--- config.mk ---
export PLATFORM = sky130hd
export DESIGN_NAME = addsub_mw_seq
export DESIGN_NICKNAME = d
export VERILOG_FILES = /design/src/rtl/addsub_mw_seq.sv
export SDC_FILE = /design/constraint.sdc
export NUM_CORES = 1
export LEC_CHECK = 0
export ABC_CLOCK_PERIOD_IN_PS = 2300
export BUFFER_PORTS_ARGS = -buffer_cell sky130_fd_sc_hd__buf_2
export CORE_MARGIN = 3
export CORE_UTILIZATION = 38
export DETAILED_ROUTE_END_ITERATION = 10
export PLACE_DENSITY_LB_ADDON = 0.1
export RECOVER_POWER = 100
export SYNTH_ARGS = -nofsm -noshare
export SYNTH_HDL_FRONTEND = slang
export SYNTH_SLANG_ARGS = --single-unit
--- constraint.sdc ---
create_clock -name clk -period 2.3 [get_ports clk]
set_clock_uncertainty 0.2 [all_clocks]
set_input_delay 0.115 -clock clk [delete_from_list [all_inputs] [get_ports clk]]
set_output_delay 0.115 -clock clk [all_outputs]
set_load 0.05 [all_outputs]
--- src/rtl/addsub_mw_seq.sv ---
// addsub_mw_seq: multi-word sequencer for an external 32-bit add/sub unit.
// A command is accepted, operand word pairs stream through the unit LSW first,
// and the carry is chained between words. The result stream carries a final
// carry and a signed-overflow flag on its last word.
//
// Handshake rule on every interface (cmd, in, out): a transfer happens on a
// rising clk edge where valid and ready are both high. A producer holds its
// payload stable while valid is high and ready is low. Ready may depend
// combinationally on the consumer side (in_ready follows out_ready), but
// valid never depends on ready.
module addsub_mw_seq #(
  parameter int MAX_WORDS = 4,
  parameter int LEN_W     = 3
) (
  input  logic             clk,
  input  logic             rst,
  input  logic             cmd_valid,
  output logic             cmd_ready,
  input  logic             cmd_sub,
  input  logic [LEN_W-1:0] cmd_len,
  input  logic             in_valid,
  output logic             in_ready,
  input  logic [31:0]      in_a,
  input  logic [31:0]      in_b,
  output logic [31:0]      au_a,
  output logic [31:0]      au_b,
  output logic             au_ctrl,
  output logic             au_cin,
  input  logic [31:0]      au_s,
  input  logic             au_cout,
  output logic             out_valid,
  input  logic             out_ready,
  output logic [31:0]      out_s,
  output logic             out_last,
  output logic             out_carry,
  output logic             out_ovf,
  output logic             busy,
  output logic             err
);

  typedef enum logic [1:0] {
    IDLE  = 2'd0,
    RUN   = 2'd1,
    DRAIN = 2'd2
  } state_t;

  localparam logic [LEN_W-1:0] MAX_LEN = LEN_W'(MAX_WORDS);
  localparam logic [LEN_W-1:0] ONE     = LEN_W'(1);
  localparam logic [LEN_W-1:0] ZERO    = '0;

  state_t           state_q, state_d;
  logic [LEN_W-1:0] cnt_q, cnt_d;
  logic [LEN_W-1:0] len_q, len_d;
  logic             sub_q, sub_d;
  logic             carry_q, carry_d;
  logic             out_valid_q, out_valid_d;
  logic [31:0]      out_s_q, out_s_d;
  logic             out_last_q, out_last_d;
  logic             out_carry_q, out_carry_d;
  logic             out_ovf_q, out_ovf_d;
  logic             err_q, err_d;

  logic cmd_hs;
  logic in_hs;
  logic out_hs;
  logic len_legal;
  logic last_word;
  logic beff_msb;

  // Handshake qualifiers and unit drive; the unit is purely combinational.
  always_comb begin
    cmd_ready = (state_q == IDLE);
    in_ready  = (state_q == RUN) && (!out_valid_q || out_ready);
    cmd_hs    = cmd_valid && cmd_ready;
    in_hs     = in_valid && in_ready;
    out_hs    = out_valid_q && out_ready;
    len_legal = (cmd_len != ZERO) && (cmd_len <= MAX_LEN);
    last_word = (cnt_q == (len_q - ONE));
    beff_msb  = sub_q ? ~in_b[31] : in_b[31];
    au_a      = in_a;
    au_b      = in_b;
    au_ctrl   = sub_q;
    // First word takes the subtract "+1"; later words take the chained carry.
    au_cin    = (cnt_q == ZERO) ? sub_q : carry_q;
  end

  // Next-state: command capture, carry chain, single output register.
  always_comb begin
    state_d     = state_q;
    cnt_d       = cnt_q;
    len_d       = len_q;
    sub_d       = sub_q;
    carry_d     = carry_q;
    out_valid_d = out_valid_q;
    out_s_d     = out_s_q;
    out_last_d  = out_last_q;
    out_carry_d = out_carry_q;
    out_ovf_d   = out_ovf_q;
    err_d       = 1'b0;

    case (state_q)
      IDLE: begin
        if (cmd_hs) begin
          if (len_legal) begin
            sub_d   = cmd_sub;
            len_d   = cmd_len;
            cnt_d   = ZERO;
            carry_d = 1'b0;
            state_d = RUN;
          end else begin
            // Illegal length: the command is consumed and flagged, no work done.
            err_d = 1'b1;
          end
        end
      end
      RUN: begin
        if (in_hs) begin
          carry_d = au_cout;
          cnt_d   = cnt_q + ONE;
          if (last_word) begin
            state_d = DRAIN;
          end
        end
      end
      DRAIN: begin
        if (out_hs && out_last_q) begin
          state_d = IDLE;
        end
      end
      default: state_d = IDLE;
    endcase

    // A new word may load in the same cycle the previous one is taken.
    if (in_hs) begin
      out_valid_d = 1'b1;
      out_s_d     = au_s;
      out_last_d  = last_word;
      if (last_word) begin
        out_carry_d = au_cout;
        out_ovf_d   = (in_a[31] == beff_msb) && (au_s[31] != in_a[31]);
      end
    end else if (out_hs) begin
      out_valid_d = 1'b0;
      out_last_d  = 1'b0;
    end
  end

  // State register with synchronous reset; reset drops any partial result.
  always_ff @(posedge clk) begin
    if (rst) begin
      state_q     <= IDLE;
      cnt_q       <= '0;
      len_q       <= '0;
      sub_q       <= 1'b0;
      carry_q     <= 1'b0;
      out_valid_q <= 1'b0;
      out_s_q     <= '0;
      out_last_q  <= 1'b0;
      out_carry_q <= 1'b0;
      out_ovf_q   <= 1'b0;
      err_q       <= 1'b0;
    end else begin
      state_q     <= state_d;
      cnt_q       <= cnt_d;
      len_q       <= len_d;
      sub_q       <= sub_d;
      carry_q     <= carry_d;
      out_valid_q <= out_valid_d;
      out_s_q     <= out_s_d;
      out_last_q  <= out_last_d;
      out_carry_q <= out_carry_d;
      out_ovf_q   <= out_ovf_d;
      err_q       <= err_d;
    end
  end

  assign out_valid = out_valid_q;
  assign out_s     = out_s_q;
  assign out_last  = out_last_q;
  assign out_carry = out_carry_q;
  assign out_ovf   = out_ovf_q;
  assign busy      = (state_q != IDLE);
  assign err       = err_q;

endmodule

### After elaboration in Yosys (flattened, before gate mapping)

Index checks and enable logic that the tools add are counted.
Widths: inputs -> output; s select.

* reductions and logical operators: 20
* muxes and demuxes: 20
* bitwise operators: 3
* equality and inequality tests: 10
* add/sub/neg operators: 2
* order comparisons: 1

Operators with widths (number)
* $mux 2: 5
* $mux 1: 9
* $mux 3: 3
* $logic_and 1x1->1: 7
* $ne 2x2->1 const B: 3
* $pmux 2 s3: 1
* $pmux 3 s2: 1
* $reduce_bool 2->1: 3
* $reduce_and 5->1: 1
* $ne 2x1->1 const B: 2
* $reduce_and 4->1: 1
* $add 3x1->3 const B: 1
* $eq 3x3->1: 1
* $le 3x3->1 const B: 1
* $logic_not 3->1: 1
* $not 1->1: 3
* $reduce_and 3->1: 1
* $reduce_bool 3->1: 1
* $reduce_or 3->1: 1
* $sub 3x1->3 const B: 1
* $eq 2x1->1 const B: 1
* $eq 2x2->1 const B: 1
* $logic_not 2->1: 1
* $pmux 1 s2: 1
* 5 further kinds: 5

* input port bits: 106
* flip-flop bits (word level): 47

### Logic depth before layout (Yosys ltp)

* word-level depth: 6
* gate-level depth with buffers: 6

### Worst setup path before layout

OpenSTA, ideal clock, no wires.

* path kind: register to output
* start: reg state_q[0]
* end: out busy
* path buffers: 0
* cell stages (with the launch flop): 3
* setup slack: 411 ps
* arrival: 1574 ps
* data required time: 1985 ps
* cell sequence: dfxtp_1 nor2_1 inv_1

* word-level cells in the longest chain between the ends: 1

Ends and longest elaborated chain
* start, declared: RTL line 51 `state_t state_q, state_d;`
* start signal, assigned: RTL line 163 `state_q <= state_d;`
* $reduce_bool 2->1: RTL line 182 `assign busy = (state_q != IDLE);`
* end, declared: RTL line 37 `output logic busy,`

No other way between the ends.

### Final worst setup path

* start: in cmd_len[1]
* end: reg len_q[1]

* word-level cells in the longest chain between the ends: 3

Ends and longest elaborated chain
* start, declared: RTL line 20 `input logic [LEN_W-1:0] cmd_len,`
* $le 3x3->1 / $reduce_bool 3->1 (equally long branches): RTL line 77 `len_legal = (cmd_len != ZERO) && (cmd_len <= MAX_LEN);`
* $logic_and 1x1->1: RTL line 77
* $reduce_and 3->1 (no line)
* end signal, assigned: RTL line 165 `len_q <= len_d;`
* end, declared: RTL line 53 `logic [LEN_W-1:0] len_q, len_d;`

Several ways; a longest one is shown, not always the timed one.
A chain may end at the register's enable or synchronous reset.

==> results.yml <==
run_status:
  status: "completed"
setup_path:
  cp_num_cells: 7
  critPathBufInv: 3
  r2r_cells: 6
  reg2reg_setup_slack_ns: 0.14
  crit_chain: "dlygate4sd3_1 -> buf_2 -> or3_1 -> nand3_2 -> mux2i_1 -> nor2_1 -> dlygate4sd3_1"
  worst_setup_path_start_kind: "input pin"
  end_kind: "register"
  cpPeakStageDelay_ns: 0.56
  crit_top_cell: "dlygate4sd3_1"
  path_max_fanout: 8
  crit_type: "in2reg"
  crit_arrival_ns: 2.19
  critPathSlowestCell: "dlygate4sd3_1"
  r2r-end: "carry_q"
  worstPathRequired_ns: 2.28
  regToRegStartpoint: "state_q[1]"
  crit_family: "buffers and inverters"
route:
  routed_via_density: 4.53
  postRouteAntennaNets: 0
  first_pass_iters: 4
  drt_iter0_markers: 45
  vias: 1945
  wirelength_mm: 5.86
  drc: 0
  wl_per_cell_um: 13.7
global_route:
  grt_antenna_before_repair: 0
  grt_pass1_wl_mm: 9.29
  grt_pass1_vias: 1931
  overflow: 0
  grt_usage_pct: 15.7
  grt_max_degree: 36
min_path:
  hp-start: "out_ready"
  hold_end: "state_q[1]"
  worstHoldPathType: "in2reg"
  hold_path_depth: 4
layout:
  fin_cells: 429
  num_antenna_cells: 0
  area_growth_syn_to_layout_pct: 20.1
  nNetsFinal: 462
  fillers: 635
  drive_gt1_share_pct: 16.9
place:
  port_buffers: 87
  place_congestion: 0.780
  hpwl_mm: 3.95
  dp.cells: 378
synthesis:
  ys_seq_area_share_pct: 39.6
  yosys.area_share.adder_pct: 1.58
  yosys_warnings: 0
  synth-edff-count: 0
  synthXorXnorAreaFrac_pct: 2.42
  synth_top_family_by_area: "buffers and inverters"
  synth_commonest_cells: "70 x nand2_1, 67 x buf_4, 47 x dfxtp_1"
  synth_cells: 290
  synth_cell_types: 32
  synth_largest_area_cell: "dfxtp_1"
  synth_compound_gate_area_share_pct: 10.6
  syn_area_um2: 2370
  synth_seq_cells: 47
  syn-num-nets: 399
  syn_avg_cell_area_um2: 8.19
  synth.top_cell.area_share_pct: 39.6
  synth_flop_cell: "dfxtp_1"
  synth_most_common_cell: "nand2_1"
  muxShareOfSynthArea_pct: 1.74
  ys_async_sr_fraction_pct: 0
  synthTopCellsByArea: "dfxtp_1 40%, buf_4 21%, nand2_1 11%, a21oi_1 8.4%, ha_1 1.6%"
  synthSimpleGateAreaFrac_pct: 20.1
timing:
  report.final.slew_viol_count: 0
  min_period_ns: 2.21
  slew_headroom_pct: 57.4
  hold_violations: 0
  finalSetupViolations: 0
  fmax_mhz: 453
  rsz0062_at_grt: "no"
  finalCritPeriodShare_pct: 96.0
  max_slew.worst_pin.slew_ns: 0.641
  fin_tns_setup_ns: 0
die:
  floorplan.initialDensity_pct: 39.6
  rows: 28
  core_um2: 5990
  die_area_um2: 7230
  die_w_um: 85.1
  pin_count: 212
  die_h_um: 85.1
power_and_ir_drop:
  peakVddDrop_mv: 0.278
  p_per_area_nw_per_um2: 603
  power.leakage_uw: 0.00112
cts:
  cts-root-buf: "clkbuf_8"
  cts.sinks: 47
  cts_htree_levels: 2
  clk_latency_ns: 0.29
  cts_tree: "done"
  post-cts-setup-buffer-count: 0
  clockBufferDepth: 2
  cts-buffers-inserted: 5
  clkTransAtPathRegs_ns: 0.08
run:
  timing.max_cap.violations: 0
cell families (layout without fill, tap and decap cells):
logic type      Yosys count  count (layout)
buf+inv                  83             147
fa+ha+maj                 3               3
mux                       4               4
xor+xnor                  5               5
flops                    47              47
simple gates            101             101
compound gates           47              47
timing repair:
| item | CTS | global route |
|---|---|---|
| endpoints found under the hold margin | 43 | 0 |
| gates resized for setup | 0 | 2 |
| hold buffers | 43 | 0 |
| setup endpoints to repair | 0 | 1 |
routing by layer:
metal	wire [um]	up-vias	GRT usage, %
li1	-	995	-
met1	2380	857	18.6
met2	2840	52	25.8
met3	348	41	3.30
met4	289	0	10.1
met5	0	-	0
power by group:
group / total [uW] / leakage, uW / internal (uW) / switching, uW
combinational: 341 / 0.000691 / 127 / 214
sequential: 858 / 0.000381 / 842 / 16.3
clock: 521 / 0.0000484 / 247 / 275
total: 1720 / 0.00112 / 1220 / 505
stage by stage:
stage / utilization [%] / hold slack, ns / instance area, um2 / total power, uW / worst slack, ns
floorplan: - / 0.0510 / 2370 / 1370 / 0.411
global placement: 39.8 / 0.0303 / 2380 / 1170 / 0.561
detailed placement: 39.8 / 0.0303 / 2380 / 1170 / 0.523
CTS: 48.5 / 0.0194 / 2910 / 1760 / 0.0730
global route: 47.6 / 0.0178 / 2850 / 1810 / 0.0213
finish: 47.6 / 0.0291 / 2850 / 1720 / 0.0931
registers in the layout, summed over array words and instances (netlist names):
register / cells
carry_q: 1
out_last: 1
out_carry: 1
err: 1
len_q: 3
out_s: 32
state_q: 2
out_valid: 1
out_ovf: 1
au_ctrl: 1
cnt_q: 3
worst min-delay path, stage by stage:
cell	delay (ns)
buf_2	0.11
nand3_1	0.08
nand3b_1	0.11
a221oi_2	0.06
worst max-delay path by stage:
stage	start	to	slack, ns
2_1_floorplan	state_q[0]	busy	0.41
3_3_place_gp	len_q[0]	state_q[1]	0.56
3_5_place_dp	len_q[0]	state_q[1]	0.52
4_1_cts	state_q[1]	carry_q	0.07
5_1_grt	state_q[1]	carry_q	0.02
6_report	cmd_len[1]	len_q[1]	0.09
cell type report:
type / count / area, um2 / share of cell area [%]
Sequential cell: 47 / 941 / 33.0
Multi-Input combinational cell: 160 / 858 / 30.1
Timing Repair Buffer: 133 / 842 / 29.5
Clock inverter: 1 / 8.76 / 0.307
Clock buffer: 7 / 86.3 / 3.03
Tap cell: 75 / 93.8 / 3.29
Inverter: 6 / 22.5 / 0.789
layout by cell type (no fill, tap or decap), types with 6 or more instances in the layout:
| cell type | Yosys | layout |
|---|---|---|
| nand3_1 | 5 | 6 |
| clkbuf_8 | 0 | 6 |
| clkbuf_1 | 7 | 44 |
| dfxtp_1 | 47 | 47 |
| nand2_1 | 70 | 70 |
| inv_1 | 6 | 6 |
| dlygate4sd3_1 | 0 | 43 |
| a21oi_1 | 40 | 40 |
| buf_2 | 3 | 43 |
No activity file was read; power rests on OpenSTA's default activity.
